`src/rtl/bus_sequencer_if.sv`:
```
// Backplane request/grant bundle between the bus masters and the bus sequencer.
// The master modport is the sequencer side (drives grants); slave is the requesting side.
interface bus_sequencer_if;
    logic       cslREQI;
    logic [0:3] ubaREQI;
    logic       cpuREQI;
    logic       busACKI;
    logic       cslGNTO;
    logic [0:3] ubaGNTO;
    logic       cpuGNTO;
    logic       arbBUSYO;
    logic       arbNXMO;
    logic [0:2] arbNXMSRCO;

    modport master (
        input  cslREQI, ubaREQI, cpuREQI, busACKI,
        output cslGNTO, ubaGNTO, cpuGNTO, arbBUSYO, arbNXMO, arbNXMSRCO
    );

    modport slave (
        output cslREQI, ubaREQI, cpuREQI, busACKI,
        input  cslGNTO, ubaGNTO, cpuGNTO, arbBUSYO, arbNXMO, arbNXMSRCO
    );
endinterface

```
`src/rtl/bus_sequencer.sv`:
```
// KS10 bus-ownership sequencer: registered one-hot grants held per transaction,
// round-robin among Unibus adapters, NXM timeout on unacknowledged cycles.
module bus_sequencer #(
    parameter int unsigned TIMEOUT = 64
) (
    input logic           clk,
    input logic           rst,
    bus_sequencer_if.master bus
);
    typedef enum logic [1:0] {IDLE, BUSY, RELEASE} state_t;

    localparam logic [7:0] TIMEOUT_LAST = 8'(TIMEOUT - 1);

    state_t     state_q, state_d;
    logic [7:0] cnt_q, cnt_d;
    logic [1:0] ptr_q, ptr_d;
    logic [1:6] gnt_q, gnt_d;       // index = master code: 1 csl, 2..5 uba0..3, 6 cpu
    logic       nxm_q, nxm_d;
    logic [2:0] nxm_src_q, nxm_src_d;

    logic [1:6] req;
    logic       win_valid;
    logic [2:0] win_code;
    logic [1:0] rr_idx;
    logic [2:0] own_code;
    logic       own_req;

    always_ff @(posedge clk) begin
        if (rst) begin
            state_q   <= IDLE;
            cnt_q     <= '0;
            ptr_q     <= '0;
            gnt_q     <= '0;
            nxm_q     <= 1'b0;
            nxm_src_q <= '0;
        end else begin
            state_q   <= state_d;
            cnt_q     <= cnt_d;
            ptr_q     <= ptr_d;
            gnt_q     <= gnt_d;
            nxm_q     <= nxm_d;
            nxm_src_q <= nxm_src_d;
        end
    end

    always_comb begin
        req       = {bus.cslREQI, bus.ubaREQI, bus.cpuREQI};
        win_valid = 1'b0;
        win_code  = '0;
        rr_idx    = '0;
        if (req[1]) begin
            win_valid = 1'b1;
            win_code  = 3'd1;
        end else begin
            for (int unsigned i = 0; i < 4; i++) begin
                rr_idx = ptr_q + 2'(i);
                if (!win_valid && bus.ubaREQI[rr_idx]) begin
                    win_valid = 1'b1;
                    win_code  = 3'd2 + {1'b0, rr_idx};
                end
            end
            if (!win_valid && req[6]) begin
                win_valid = 1'b1;
                win_code  = 3'd6;
            end
        end

        own_code = '0;
        for (int unsigned c = 1; c <= 6; c++) begin
            if (gnt_q[c]) own_code = 3'(c);
        end
        own_req = |(gnt_q & req);
    end

    always_comb begin
        state_d   = state_q;
        cnt_d     = cnt_q;
        ptr_d     = ptr_q;
        gnt_d     = gnt_q;
        nxm_d     = 1'b0;
        nxm_src_d = nxm_src_q;
        unique case (state_q)
            IDLE: begin
                if (win_valid) begin
                    state_d = BUSY;
                    cnt_d   = '0;
                    gnt_d   = 6'b100000 >> (win_code - 3'd1);
                    // uba code n+2 minus one is exactly (n+1) mod 4 after truncation
                    if (win_code >= 3'd2 && win_code <= 3'd5) ptr_d = 2'(win_code - 3'd1);
                end
            end
            BUSY: begin
                if (cnt_q != 8'hFF) cnt_d = cnt_q + 8'd1;
                if (bus.busACKI || !own_req) begin
                    state_d = RELEASE;
                    gnt_d   = '0;
                end else if (cnt_q == TIMEOUT_LAST) begin
                    state_d   = RELEASE;
                    gnt_d     = '0;
                    nxm_d     = 1'b1;
                    nxm_src_d = own_code;
                end
            end
            RELEASE: begin
                state_d = IDLE;
                gnt_d   = '0;
            end
            default: begin
                state_d = IDLE;
                gnt_d   = '0;
            end
        endcase
    end

    always_comb begin
        bus.cslGNTO    = gnt_q[1];
        bus.ubaGNTO    = gnt_q[2:5];
        bus.cpuGNTO    = gnt_q[6];
        bus.arbBUSYO   = (state_q != IDLE);
        bus.arbNXMO    = nxm_q;
        bus.arbNXMSRCO = nxm_src_q;
    end
endmodule

```
`src/flat_wrapper.sv`:
```
// flat-port wrapper written by rule: the top's interface ports become plain ports
module bus_sequencer_flat 
#(
    parameter int unsigned TIMEOUT = 64
)
  (clk, rst, bus_cslREQI, bus_ubaREQI, bus_cpuREQI, bus_busACKI, bus_cslGNTO, bus_ubaGNTO, bus_cpuGNTO, bus_arbBUSYO, bus_arbNXMO, bus_arbNXMSRCO);
  bus_sequencer_if bus_i ();
  input logic clk;
  input logic rst;
  input wire logic [$bits(bus_i.cslREQI)-1:0] bus_cslREQI;
  input wire logic [$bits(bus_i.ubaREQI)-1:0] bus_ubaREQI;
  input wire logic [$bits(bus_i.cpuREQI)-1:0] bus_cpuREQI;
  input wire logic [$bits(bus_i.busACKI)-1:0] bus_busACKI;
  output wire logic [$bits(bus_i.cslGNTO)-1:0] bus_cslGNTO;
  output wire logic [$bits(bus_i.ubaGNTO)-1:0] bus_ubaGNTO;
  output wire logic [$bits(bus_i.cpuGNTO)-1:0] bus_cpuGNTO;
  output wire logic [$bits(bus_i.arbBUSYO)-1:0] bus_arbBUSYO;
  output wire logic [$bits(bus_i.arbNXMO)-1:0] bus_arbNXMO;
  output wire logic [$bits(bus_i.arbNXMSRCO)-1:0] bus_arbNXMSRCO;
  assign bus_i.cslREQI = bus_cslREQI;
  assign bus_i.ubaREQI = bus_ubaREQI;
  assign bus_i.cpuREQI = bus_cpuREQI;
  assign bus_i.busACKI = bus_busACKI;
  assign bus_cslGNTO = bus_i.cslGNTO;
  assign bus_ubaGNTO = bus_i.ubaGNTO;
  assign bus_cpuGNTO = bus_i.cpuGNTO;
  assign bus_arbBUSYO = bus_i.arbBUSYO;
  assign bus_arbNXMO = bus_i.arbNXMO;
  assign bus_arbNXMSRCO = bus_i.arbNXMSRCO;
  bus_sequencer #(.TIMEOUT(TIMEOUT)) u_core (.clk(clk), .rst(rst), .bus(bus_i));
endmodule
```
`config.mk`:
```
export PLATFORM = sky130hd
export DESIGN_NAME = bus_sequencer_flat
export DESIGN_NICKNAME = d
export VERILOG_FILES = /design/src/rtl/bus_sequencer_if.sv /design/src/rtl/bus_sequencer.sv /design/src/flat_wrapper.sv
export SDC_FILE = /design/constraint.sdc
export NUM_CORES = 1
export LEC_CHECK = 0
export ABC_CLOCK_PERIOD_IN_PS = 6850
export BUFFER_PORTS_ARGS = -buffer_cell sky130_fd_sc_hd__buf_2
export CAP_MARGIN = 30
export CORE_MARGIN = 2
export CORE_UTILIZATION = 45
export CTS_BUF_LIST = sky130_fd_sc_hd__clkbuf_16
export CTS_CLUSTER_DIAMETER = 120
export DETAILED_ROUTE_END_ITERATION = 16
export HOLD_SLACK_MARGIN = 0.05
export PLACE_DENSITY = 0.66
export SLEW_MARGIN = 20
export SYNTH_ARGS = -nofsm -noshare
export SYNTH_HDL_FRONTEND = slang
export SYNTH_SLANG_ARGS = --single-unit
```
`constraint.sdc`:
```
create_clock -name clk -period 6.85 [get_ports clk]
set_clock_uncertainty 0.15 [all_clocks]
set_input_delay 1.37 -clock clk [delete_from_list [all_inputs] [get_ports clk]]
set_output_delay 1.37 -clock clk [all_outputs]
set_load 0.02 [all_outputs]
```
# Yosys cells after proc, flatten, opt, wreduce, memory -nomap -nowiden
# Cells that the tools add are included.
[totals] romBits=0 inputBits=9 latchBits=0 ram_bits=0 word_cells=101 ff_bits=22 out_inout_bits=11 n_memories=0
[op_classes] eq_ne=6 n_reduce_logical=20 addsub=9 div_mod_pow=0 magnitude_cmp=6 mux=46 bitwise_logic=7 n_shift=1 n_mul=0
[op_table] op="2-to-1 mux 3 bit" n=9
[op_table] op="2-to-1 mux 1 bit" n=20
[op_table] op="2-to-1 mux 6 bit" n=3
[op_table] op="2-to-1 mux 8 bit" n=2
[op_table] op="one-hot mux 8 bit (2 select lines)" n=1
[op_table] op="adder 2 x 2 -> 3 bit (first input constant)" n=4
[op_table] op="greater-or-equal comparator 3 bit (second input constant)" n=4
[op_table] op="inverter 2 -> 3 bit" n=4
[op_table] op="one-hot mux 6 bit (2 select lines)" n=1
[op_table] op="2-to-1 mux 2 bit" n=5
[op_table] op="AND reduction 3 bit" n=3
[op_table] op="adder 8 x 1 -> 8 bit (second input constant)" n=1
[op_table] op="binary-select mux 1 bit (select 2 bit)" n=4
[op_table] op="equality test 8 x 6 -> 1 bit (second input constant)" n=1
[op_table] op="inequality test 8 bit (second input constant)" n=1
[op_table] op="AND 6 bit" n=1
[op_table] op="OR reduction 6 bit" n=1
[op_table] op=">> shifter 6 x 3 -> 6 bit (first input constant)" n=1
[op_table] op="logical AND 1 bit" n=5
[op_table] op="zero test 1 bit" n=5
[op_table] op="adder 2 bit (second input constant)" n=2
[op_table] op="inequality test 2 x 1 -> 1 bit (second input constant)" n=2
[op_table] op="one-hot mux 2 bit (2 select lines)" n=1
[op_table] op="nonzero test 2 bit" n=2
[op_table] op="other kinds (11)" n=12

# Longest topological paths before layout
# Gate-level depths: netlist (run 1).
[depth] word_depth=26 mapped_depth=11 depth_no_buf=11

# Worst setup path before layout (run 1)
# OpenSTA, ideal clock, no wires.
[synth_timing] kind="input port to flip-flop" startpoint="input bus_ubaREQI[2]" endpoint="register u_core.gnt_q[3] in the netlist's numbering" arrival_ns=2.932 slack_ns=3.675 stages=7 path_buffers=0 path_cell_list="nor4_1 > nand2_1 > a21o_1 > ha_1 > o21bai_1 > a21o_1 > o32ai_1"
[synth_between] elab_chain_cells=25
[synth_lines] element="start, declared" line_no="flat_wrapper.sv:11" source="input wire logic [$bits(bus_i.ubaREQI)-1:0] bus_ubaREQI;"
[synth_lines] element="binary-select mux 1 bit (select 2 bit)" line_no="bus_sequencer.sv:57" source="if (!win_valid && bus.ubaREQI[rr_idx]) begin"
[synth_lines] element="2-to-1 mux 1 bit (not written as such) (2 in series)" line_no="bus_sequencer.sv:57"
[synth_lines] element="2-to-1 mux 1 bit" line_no="bus_sequencer.sv:57"
[synth_lines] element="2-to-1 mux 1 bit" line_no="bus_sequencer.sv:51" source="if (req[1]) begin"
[synth_lines] element="zero test 1 bit" line_no="bus_sequencer.sv:57"
[synth_lines] element="logical AND 1 bit" line_no="bus_sequencer.sv:57"
[synth_lines] element="2-to-1 mux 1 bit" line_no="bus_sequencer.sv:57"
[synth_lines] element="2-to-1 mux 1 bit" line_no="bus_sequencer.sv:51"
[synth_lines] element="(+8 left out)"
[synth_lines] element="zero test 1 bit" line_no="bus_sequencer.sv:62" source="if (!win_valid && req[6]) begin"
[synth_lines] element="logical AND 1 bit" line_no="bus_sequencer.sv:62"
[synth_lines] element="2-to-1 mux 3 bit" line_no="bus_sequencer.sv:62"
[synth_lines] element="2-to-1 mux 3 bit" line_no="bus_sequencer.sv:51"
[synth_lines] element="subtractor 3 x 1 -> 3 bit" line_no="bus_sequencer.sv:87" source="gnt_d = 6'b100000 >> (win_code - 3'd1);"
[synth_lines] element=">> shifter 6 x 3 -> 6 bit" line_no="bus_sequencer.sv:87"
[synth_lines] element="2-to-1 mux 6 bit" line_no="bus_sequencer.sv:84" source="if (win_valid) begin"
[synth_lines] element="one-hot mux 6 bit (2 select lines)" line_no="bus_sequencer.sv:82" source="unique case (state_q)"
[synth_lines] element="end signal, assigned" line_no="bus_sequencer.sv:40" source="gnt_q <= gnt_d;"
[synth_lines] element="end, declared" line_no="bus_sequencer.sv:17" source="logic [1:6] gnt_q, gnt_d;"
# Several ways; a longest one is shown, not always the timed one. The select of a mux whose other input is x is not followed.
# A chain may end at the register's enable or synchronous reset.

# Worst setup path after layout (run 1)
[layout_timing] startpoint="input bus_ubaREQI[2]" endpoint="register u_core.gnt_q[4] in the netlist's numbering"
# Same word-level chain as after synthesis.

==> results.json, run 1 <==
{
  "antenna_left": 0,
  "min_period_ns": 3.31,
  "cts_hold_buf": 0,
  "whs_path_depth": 2,
  "start_util": 0.468,
  "r2r_cells": 9,
  "drive_gt1_frac": 0.163,
  "power_uw": 364,
  "cts_resized": 0,
  "syn_to_final_growth_pct": 17.2,
  "synth_top_area_frac": 0.344,
  "coreArea_sq_um": 2730,
  "worstPathRequired_ns": 6.87,
  "drt_iter0_drc": 49,
  "cp_slowest_stage_delay_ns": 0.60,
  "die_h_microns": 57.3,
  "critPathLaunchType": "input pin",
  "die_w_microns": 57.3,
  "cp_max_fo": 6,
  "ys_types": 43,
  "crit_top_cell": "a21o_1",
  "reg2reg_setup_slack_ns": 4.42,
  "post_dp_cell_area_sq_um": 1390,
  "cts-root-buf": "clkbuf_16",
  "fmax_mhz": 302,
  "drv_slew": 0,
  "vias": 1212,
  "clkTransAtPathRegs_ns": 0.06,
  "min_path_type": "reg -> reg",
  "grt_max_degree": 23,
  "r2r-end": "u_core.ptr_q[0]",
  "design_area_sq_um": 1500,
  "first_pass_iters": 4,
  "holdPathEnd": "u_core.bus.arbNXMSRCO[2]",
  "crit_path_end_kind": "register",
  "reg2reg_from": "u_core.ptr_q[1]",
  "setup_tns_ns": 0,
  "cts_setup_buffers": 0,
  "grt_pass1_vias": 1084,
  "yosysWarnings": 0,
  "dp_hpwl_mm": 2.11,
  "ff_latch_area_sq_um": 440,
  "routedWlPerCell_microns": 14.5,
  "ys_ff_latch": 22,
  "cts_tree": "yes",
  "rsz0062_at_grt": "no",
  "drv_cap": 0,
  "grt_usage": 0.190,
  "finalWirelength_mm": 2.94,
  "setup-violations-final": 0,
  "synthCells": 154,
  "ios": 20,
  "synth_nets": 169,
  "portBuffers": 19,
  "clock_path_buffers": 2,
  "min-delay-start": "u_core.bus.arbNXMSRCO[2]",
  "synth_top_area_cell": "dfxtp_1",
  "insertedDiodeCount": 0,
  "overflow": 0,
  "insertion_delay_ns": 0.25,
  "outcome": "finished clean",
  "slew_headroom": 0.555,
  "yosysSeqAreaShare": 0.344,
  "power_leakage_nw": 0.593,
  "num_rows": 19,
  "cpMaxStageDelayCell": "nor4_1",
  "die-area_sq_um": 3280,
  "nFillCells": 244,
  "drc": 0,
  "grt_pass1_wl_mm": 5.00,
  "p_per_area_nw_per_um2": 243,
  "vias_per_cell": 5.97,
  "multi_input_area_sq_um": 782,
  "arrival_ns": 3.32,
  "critPathKind": "in -> reg",
  "synth_area_leaders": "dfxtp_1, ha_1, nor2_1",
  "fin_crit_sh": 0.483,
  "layout.nets": 188,
  "peakVddDrop_uv": 237,
  "tightest_slew_ns": 0.664,
  "cts_made_buffers": 3,
  "clkSinkCount": 22,
  "antenna_found_initial": 0,
  "htreeDepth": 1,
  "timing.hold.ws_ns": 0.296,
  "synth_area_sq_um": 1280,
  "gp_congestion": 0.846,
  "hold_violations": 0,
  "path_cells": "buf_2 > nor4_1 > nand2_1 > a21o_1 > ha_1 > o21bai_1 > a21o_1 > o32ai_1",
  "synth_area_per_cell_sq_um": 8.30
}
[how the worst max path moves through the flow]
stage | startpoint | endpoint | cells past startpoint
floorplan | bus_ubaREQI[2] | u_core.gnt_q[3] | 7
global placement | bus_ubaREQI[2] | u_core.gnt_q[3] | 8
detailed placement | bus_ubaREQI[2] | u_core.gnt_q[4] | 8
CTS | bus_ubaREQI[2] | u_core.gnt_q[4] | 8
global route | bus_ubaREQI[2] | u_core.ptr_q[1] | 10
finish | bus_ubaREQI[2] | u_core.gnt_q[4] | 8
[logic make-up after synthesis]
group,share of synthesized area
AND/OR/NAND/NOR,0.266
adder cells (fa/ha/maj),0.0587
buffers and inverters,0.0440
flip-flops,0.344
XOR/XNOR,0.0342
AO/OA/AOI/OAI,0.237
multiplexers,0.0157
[per-layer routing]
layer,global-route usage,wire length (microns)
met5,0,0
met4,0.0399,17
met3,0.0363,186
met2,0.289,1260
met1,0.281,1470
[final cells by class]
cell class | count | share of cell area
timing repair buffer | 19 | 0.0634
multi-input combinational | 117 | 0.522
clock inverter | 1 | 0.0200
inverter | 10 | 0.0250
clock buffer | 3 | 0.0501
sequential | 22 | 0.294
tap | 31 | 0.0259
[critical path, delay by kind of cell]
family	cells	cell delay, ns
buf+inv	1	0.13
compound gates	4	0.84
simple gates	2	0.75
fa+ha+maj	1	0.23
[through the flow]
| stage | setup WS (ns) | instances | utilization |
|---|---|---|---|
| 2_1_floorplan | 3.68 | 154 | - |
| 3_3_place_gp | 3.41 | 199 | 0.510 |
| 3_5_place_dp | 3.31 | 199 | 0.510 |
| 4_1_cts | 3.57 | 203 | 0.548 |
| 5_1_grt | 3.30 | 203 | 0.548 |
| 6_report | 3.54 | 203 | 0.548 |
[cell usage in the layout, fill, tap and decap left out, types with 2 or more instances in the layout]
cell | Yosys | final
nor2b_1 | 2 | 2
o32ai_1 | 6 | 6
nor3_1 | 2 | 2
xor2_1 | 5 | 5
a311oi_1 | 3 | 3
a21oi_1 | 9 | 9
o31ai_1 | 2 | 2
nand4_1 | 4 | 4
dfxtp_1 | 22 | 22
clkbuf_16 | 0 | 3
nand2_1 | 8 | 8
inv_1 | 10 | 10
mux2i_1 | 2 | 2
nand2b_1 | 8 | 8
nor2_1 | 19 | 19
a22oi_1 | 3 | 3
o21ai_0 | 7 | 7
and3_1 | 2 | 2
ha_1 | 6 | 6
or4_1 | 3 | 3
a21o_1 | 3 | 3
and2_1 | 2 | 2
or2_2 | 2 | 2
buf_2 | 0 | 19
[flip-flops by register name (all words and copies together) (netlist names)]
register,count
u_core.cnt_q,8
u_core.gnt_q,6
u_core.bus.arbNXMSRCO,3
u_core.ptr_q,2
u_core.state_q,2
u_core.bus.arbNXMO,1
[cell usage after synthesis]
library cell	instances
and3_1	2
or2b_1	1
o21ai_0	7
nand3b_1	1
and2_1	2
a2111o_1	1
and4_1	1
a211oi_1	1
o31ai_1	2
nor4_2	1
inv_1	10
nor2_1	19
xor2_1	5
clkbuf_1	4
or2_2	2
or3_1	1
a21o_1	3
nand4b_1	1
o21ba_2	1
o21bai_1	1
nor3_1	2
nand2_1	8
a311oi_1	3
nand4_1	4
mux2i_1	2
nor4_1	1
buf_1	1
a21oi_1	9
o31a_1	1
ha_1	6
dfxtp_1	22
and3b_1	1
nor2b_1	2
nor4b_2	1
nand2b_1	8
o22ai_1	1
a211o_1	1
or4_1	3
o32ai_1	6
o211ai_1	1
a311o_1	1
a31oi_1	1
a22oi_1	3
[where the power goes]
group          internal [mW]  switching [mW]
logic                 0.0242          0.0371
clock network          0.116          0.0462
registers              0.133         0.00752
total                  0.273          0.0908
Note: power is estimated with default switching activity, not from simulation.
==> inputs of run 2 (changes only) <==
--- a/config.mk
+++ b/config.mk
@@ -5,7 +5,7 @@
 export SDC_FILE = /design/constraint.sdc
 export NUM_CORES = 1
 export LEC_CHECK = 0
-export ABC_CLOCK_PERIOD_IN_PS = 6850
+export ABC_CLOCK_PERIOD_IN_PS = 2800
 export BUFFER_PORTS_ARGS = -buffer_cell sky130_fd_sc_hd__buf_2
 export CAP_MARGIN = 30
 export CORE_MARGIN = 2
@@ -14,7 +14,7 @@
 export CTS_CLUSTER_DIAMETER = 120
 export DETAILED_ROUTE_END_ITERATION = 16
 export HOLD_SLACK_MARGIN = 0.05
-export PLACE_DENSITY = 0.66
+export PLACE_DENSITY = 0.68
 export SLEW_MARGIN = 20
 export SYNTH_ARGS = -nofsm -noshare
 export SYNTH_HDL_FRONTEND = slang
==> constraint.sdc (replaced) <==
create_clock -name clk -period 2.8 [get_ports clk]
set_clock_uncertainty 0.15 [all_clocks]
set_input_delay 0.56 -clock clk [delete_from_list [all_inputs] [get_ports clk]]
set_output_delay 0.56 -clock clk [all_outputs]
set_load 0.02 [all_outputs]
==> run 2 against run 1 <==
  * Count of clock-buffer cells in the layout is the same
  * Via count grew 1.1%
  * Sequential cell count is the same
  * First-iteration DRC count shrank 16%
  * Register-to-register slack lost 4.0 ns
  * Sequential share of layout area shrank 0.15 points
  * Clock power grew 150%
  * Die area is the same
  * Global-route usage shrank 0.11 points
==> results.json, run 2 (synthesis results as in run 1) <==
{
  "outcome": "finished clean",
  "clkSinkCount": 22,
  "grt_usage": 0.189,
  "grt_pass1_wl_mm": 4.85,
  "syn_to_final_growth_pct": 17.8,
  "fin_util": 0.551,
  "tightest_slew_ns": 0.682,
  "min_path_type": "reg -> reg",
  "final_common_cell": "dfxtp_1",
  "htreeDepth": 1,
  "crit_path_start": "u_core.ptr_q[1]",
  "drive_gt1_frac": 0.168,
  "die_w_microns": 57.3,
  "top_register": "u_core.cnt_q",
  "drv_slew": 0,
  "path_cells": "nand2b_1 > and3b_1 > o31a_1 > inv_1 > a21o_1 > ha_1 > o21ai_0 > a2111o_1 > a31oi_1",
  "power_leakage_nw": 0.598,
  "timing.hold.ws_ns": 0.314,
  "worstPathRequired_ns": 2.83,
  "cp_max_fo": 7,
  "fin_crit_sh": 0.866,
  "cts_hold_buf": 0,
  "grt_max_degree": 23,
  "crit_path_end_kind": "register",
  "dp_hpwl_mm": 2.19,
  "critPathKind": "reg -> reg",
  "crit_path_end": "u_core.ptr_q[0]",
  "drt_iter0_drc": 41,
  "path_buf_inv": 1,
  "layout.nets": 189,
  "start_util": 0.468,
  "vias": 1225,
  "highest_layer": "met4",
  "arrival_ns": 2.46,
  "cts_made_buffers": 3,
  "setup_tns_ns": 0,
  "insertion_delay_ns": 0.26,
  "antenna_found_initial": 0,
  "drc": 0,
  "clock_path_buffers": 2,
  "critPathTopFamily": "compound AO/OA/AOI/OAI gates",
  "first_pass_iters": 4,
  "finalWirelength_mm": 2.96,
  "portBuffers": 19,
  "coreArea_sq_um": 2730,
  "slew_headroom": 0.543,
  "wl_met2_mm": 1.33,
  "overflow": 0,
  "routedWlPerCell_microns": 14.5,
  "cts_setup_buffers": 0,
  "ios": 20,
  "cts_resized": 0,
  "r2r_cells": 9,
  "cp_slowest_stage_delay_ns": 0.41,
  "rsz0062_at_grt": "no",
  "power_uw": 900,
  "cts-root-buf": "clkbuf_16",
  "clkTransAtPathRegs_ns": 0.06,
  "min_period_ns": 2.43,
  "grt_pass1_vias": 1061,
  "dp.cells": 200,
  "peakVddDrop_uv": 357,
  "die-area_sq_um": 3280,
  "antenna_left": 0,
  "r2r-end": "u_core.ptr_q[0]",
  "vias_per_cell": 6.00,
  "p_per_area_nw_per_um2": 597,
  "layout_common_cells": "dfxtp_1, nor2_1, buf_2",
  "die_h_microns": 57.3,
  "insertedDiodeCount": 0,
  "cts_tree": "yes",
  "num_rows": 19,
  "pre_cts_slack_ns": 0.141,
  "largest_reg_flops": 8,
  "instances_no_fill": 204,
  "crit_cells": 9,
  "gp_congestion": 0.844,
  "reg2reg_from": "u_core.ptr_q[1]",
  "post_dp_cell_area_sq_um": 1400,
  "fin_ws_ns": 0.375,
  "hold_violations": 0,
  "design_area_sq_um": 1510,
  "critPathLaunchType": "register",
  "wl_met3_microns": 176,
  "drv_cap": 0,
  "met1_length_mm": 1.41,
  "fmax_mhz": 412,
  "cpMaxStageDelayCell": "a2111o_1",
  "reg2reg_setup_slack_ns": 0.37,
  "setup-violations-final": 0
}
[run 2: cell count changes in the layout (fill, tap and decap cells not counted)]
cell and change:
buf_4 +1
[run 2: worst min-delay path by stage]
| stage | end | depth (start not counted) | start | slack [ns] |
|---|---|---|---|---|
| 2_1_floorplan | u_core.cnt_q[5] | 2 | u_core.cnt_q[5] | 0.32 |
| 3_3_place_gp | u_core.bus.arbNXMSRCO[2] | 2 | u_core.bus.arbNXMSRCO[2] | 0.29 |
| 3_5_place_dp | u_core.bus.arbNXMSRCO[2] | 2 | u_core.bus.arbNXMSRCO[2] | 0.32 |
| 4_1_cts | u_core.bus.arbNXMSRCO[2] | 2 | u_core.bus.arbNXMSRCO[2] | 0.33 |
| 5_1_grt | u_core.bus.arbNXMSRCO[2] | 2 | u_core.bus.arbNXMSRCO[2] | 0.37 |
| 6_report | u_core.bus.arbNXMSRCO[2] | 2 | u_core.bus.arbNXMSRCO[2] | 0.31 |
[run 2: layer usage]
layer,global-route usage,vias up
li1,-,604
met1,0.260,578
met2,0.291,38
met3,0.0385,5
met4,0.0764,0
met5,0,-
[run 2: report_power, final]
group          leakage (nW)  total, mW  switching (mW)  internal [mW]
registers             0.178      0.343          0.0175          0.326
logic                 0.368      0.152          0.0917         0.0600
clock network        0.0511      0.405           0.121          0.284
total                 0.598      0.900           0.230          0.670
[run 2: area by class of cell]
cell class	instances	area, sq um
Fill cell	262	1230
Multi-Input combinational cell	117	782
Sequential cell	22	440
Timing Repair Buffer	20	103
Clock buffer	3	75.1
Tap cell	31	38.8
Inverter	10	37.5
Clock inverter	1	30.0
[run 2: tightest hold or removal path, delay by kind of cell (launching register included)]
family          cells  cell delay [ns]
flops               1             0.31
simple gates        1             0.06
compound gates      1             0.05
==> inputs of run 3 (changes only) <==
--- a/config.mk
+++ b/config.mk
@@ -5,7 +5,7 @@
 export SDC_FILE = /design/constraint.sdc
 export NUM_CORES = 1
 export LEC_CHECK = 0
-export ABC_CLOCK_PERIOD_IN_PS = 2800
+export ABC_CLOCK_PERIOD_IN_PS = 2400
 export BUFFER_PORTS_ARGS = -buffer_cell sky130_fd_sc_hd__buf_2
 export CAP_MARGIN = 30
 export CORE_MARGIN = 2
@@ -13,8 +13,8 @@
 export CTS_BUF_LIST = sky130_fd_sc_hd__clkbuf_16
 export CTS_CLUSTER_DIAMETER = 120
 export DETAILED_ROUTE_END_ITERATION = 16
-export HOLD_SLACK_MARGIN = 0.05
-export PLACE_DENSITY = 0.68
+export HOLD_SLACK_MARGIN = 0.1
+export PLACE_DENSITY = 0.66
 export SLEW_MARGIN = 20
 export SYNTH_ARGS = -nofsm -noshare
 export SYNTH_HDL_FRONTEND = slang
==> constraint.sdc (replaced) <==
create_clock -name clk -period 2.4 [get_ports clk]
set_clock_uncertainty 0.15 [all_clocks]
set_input_delay 0.48 -clock clk [delete_from_list [all_inputs] [get_ports clk]]
set_output_delay 0.48 -clock clk [all_outputs]
set_load 0.02 [all_outputs]
==> run 3 against run 2 <==
  * Combinational power increased by 35%
  * Hold slack worse by 0.015 ns
  * Routed wire length is 3.2% higher
  * Worst setup slack worse by 0.28 ns
  * Critical path type unchanged
==> results.json, run 3 (synthesis results as in run 1) <==
{
  "outcome": "finished clean",
  "power_leakage_nw": 0.640,
  "fin_util": 0.583,
  "die-area_sq_um": 3280,
  "largest_reg_flops": 8,
  "die_w_microns": 57.3,
  "layout_common_cells": "dfxtp_1, nor2_1, buf_2",
  "drive_gt1_frac": 0.238,
  "critPathKind": "reg -> reg",
  "peakVddDrop_uv": 409,
  "rsz0062_at_grt": "no",
  "slew_headroom": 0.565,
  "die_h_microns": 57.3,
  "clkSinkCount": 22,
  "insertion_delay_ns": 0.25,
  "vias": 1235,
  "dp.cells": 208,
  "clkTransAtPathRegs_ns": 0.06,
  "finalWirelength_mm": 3.05,
  "cp_max_fo": 6,
  "p_per_area_nw_per_um2": 675,
  "grt_max_degree": 23,
  "cts_made_buffers": 3,
  "crit_path_end_kind": "register",
  "start_util": 0.468,
  "fmax_mhz": 434,
  "arrival_ns": 2.33,
  "cts_tree": "yes",
  "portBuffers": 19,
  "min_period_ns": 2.30,
  "htreeDepth": 1,
  "routedWlPerCell_microns": 14.4,
  "drv_slew": 0,
  "first_pass_iters": 4,
  "overflow": 0,
  "num_rows": 19,
  "clock_path_buffers": 2,
  "top_register": "u_core.cnt_q",
  "layout.nets": 197,
  "power_mw": 1.08,
  "final_common_cell": "dfxtp_1",
  "vias_per_cell": 5.83,
  "coreArea_sq_um": 2730,
  "cts-root-buf": "clkbuf_16",
  "fin_ws_ns": 0.0954,
  "grt_usage": 0.204,
  "gp_congestion": 0.833,
  "post_dp_cell_area_sq_um": 1460,
  "drt_iter0_drc": 40,
  "dp_hpwl_mm": 2.31,
  "critPathLaunchType": "register",
  "design_area_sq_um": 1590,
  "syn_to_final_growth_pct": 24.6,
  "fin_crit_sh": 0.960,
  "grt_pass1_vias": 1128,
  "insertedDiodeCount": 0,
  "worstPathRequired_ns": 2.43,
  "ios": 20,
  "drv_cap": 0,
  "instances_no_fill": 212,
  "setup_tns_ns": 0,
  "antenna_found_initial": 0,
  "grt_pass1_wl_mm": 5.26,
  "antenna_left": 0,
  "cts_setup_buffers": 0,
  "min_path_type": "reg -> reg",
  "setup-violations-final": 0,
  "timing.hold.ws_ns": 0.298,
  "drc": 0,
  "tightest_slew_ns": 0.648,
  "pre_cts_slack_ns": -0.0993,
  "hold_violations": 0
}
==> run 3: path summary, 6_finish.rpt <==
check        cells past startpoint                      from  slack (ns)                  endpoint
max                              9           u_core.ptr_q[1]         0.1           u_core.ptr_q[0]
min                              2  u_core.bus.arbNXMSRCO[2]        0.30  u_core.bus.arbNXMSRCO[2]
max reg2reg                      9           u_core.ptr_q[1]         0.1           u_core.ptr_q[0]
min reg2reg                      2  u_core.bus.arbNXMSRCO[2]        0.30  u_core.bus.arbNXMSRCO[2]
==> run 3: final cells by class <==
| cell class | count | area [sq um] |
|---|---|---|
| Timing Repair Buffer | 28 | 163 |
| Inverter | 10 | 37.5 |
| Sequential cell | 22 | 445 |
| Tap cell | 31 | 38.8 |
| Multi-Input combinational cell | 117 | 803 |
| Clock buffer | 3 | 75.1 |
| Fill cell | 257 | 1140 |
| Clock inverter | 1 | 30.0 |
==> run 3: critical path, stage by stage (launching register included) <==
cell,delay [ns]
dfxtp_4,0.36
nand2b_1,0.15
and3b_1,0.17
o31a_1,0.29
inv_1,0.07
a21o_1,0.18
ha_2,0.21
o21ai_0,0.09
a2111o_1,0.37
a31oi_1,0.17
==> run 3: timing repair <==
action | 4_1_cts | 5_1_grt
hold buffers | 0 | 0
setup endpoints to repair | 0 | 5
gates resized for setup | 0 | 8
hold endpoints to repair | 0 | 0
==> run 3: routing by layer <==
| layer | GRT usage | wire, microns | up-vias |
|---|---|---|---|
| li1 | - | - | 620 |
| met1 | 0.296 | 1520 | 570 |
| met5 | 0 | 0 | - |
| met3 | 0.0340 | 161 | 6 |
| met4 | 0.0864 | 42 | 0 |
| met2 | 0.300 | 1330 | 39 |
==> run 3: power breakdown <==
group | leakage, nW | internal, mW | switching, mW | total [mW]
registers | 0.180 | 0.381 | 0.0210 | 0.402
clock network | 0.0511 | 0.331 | 0.137 | 0.468
logic | 0.409 | 0.0891 | 0.116 | 0.205
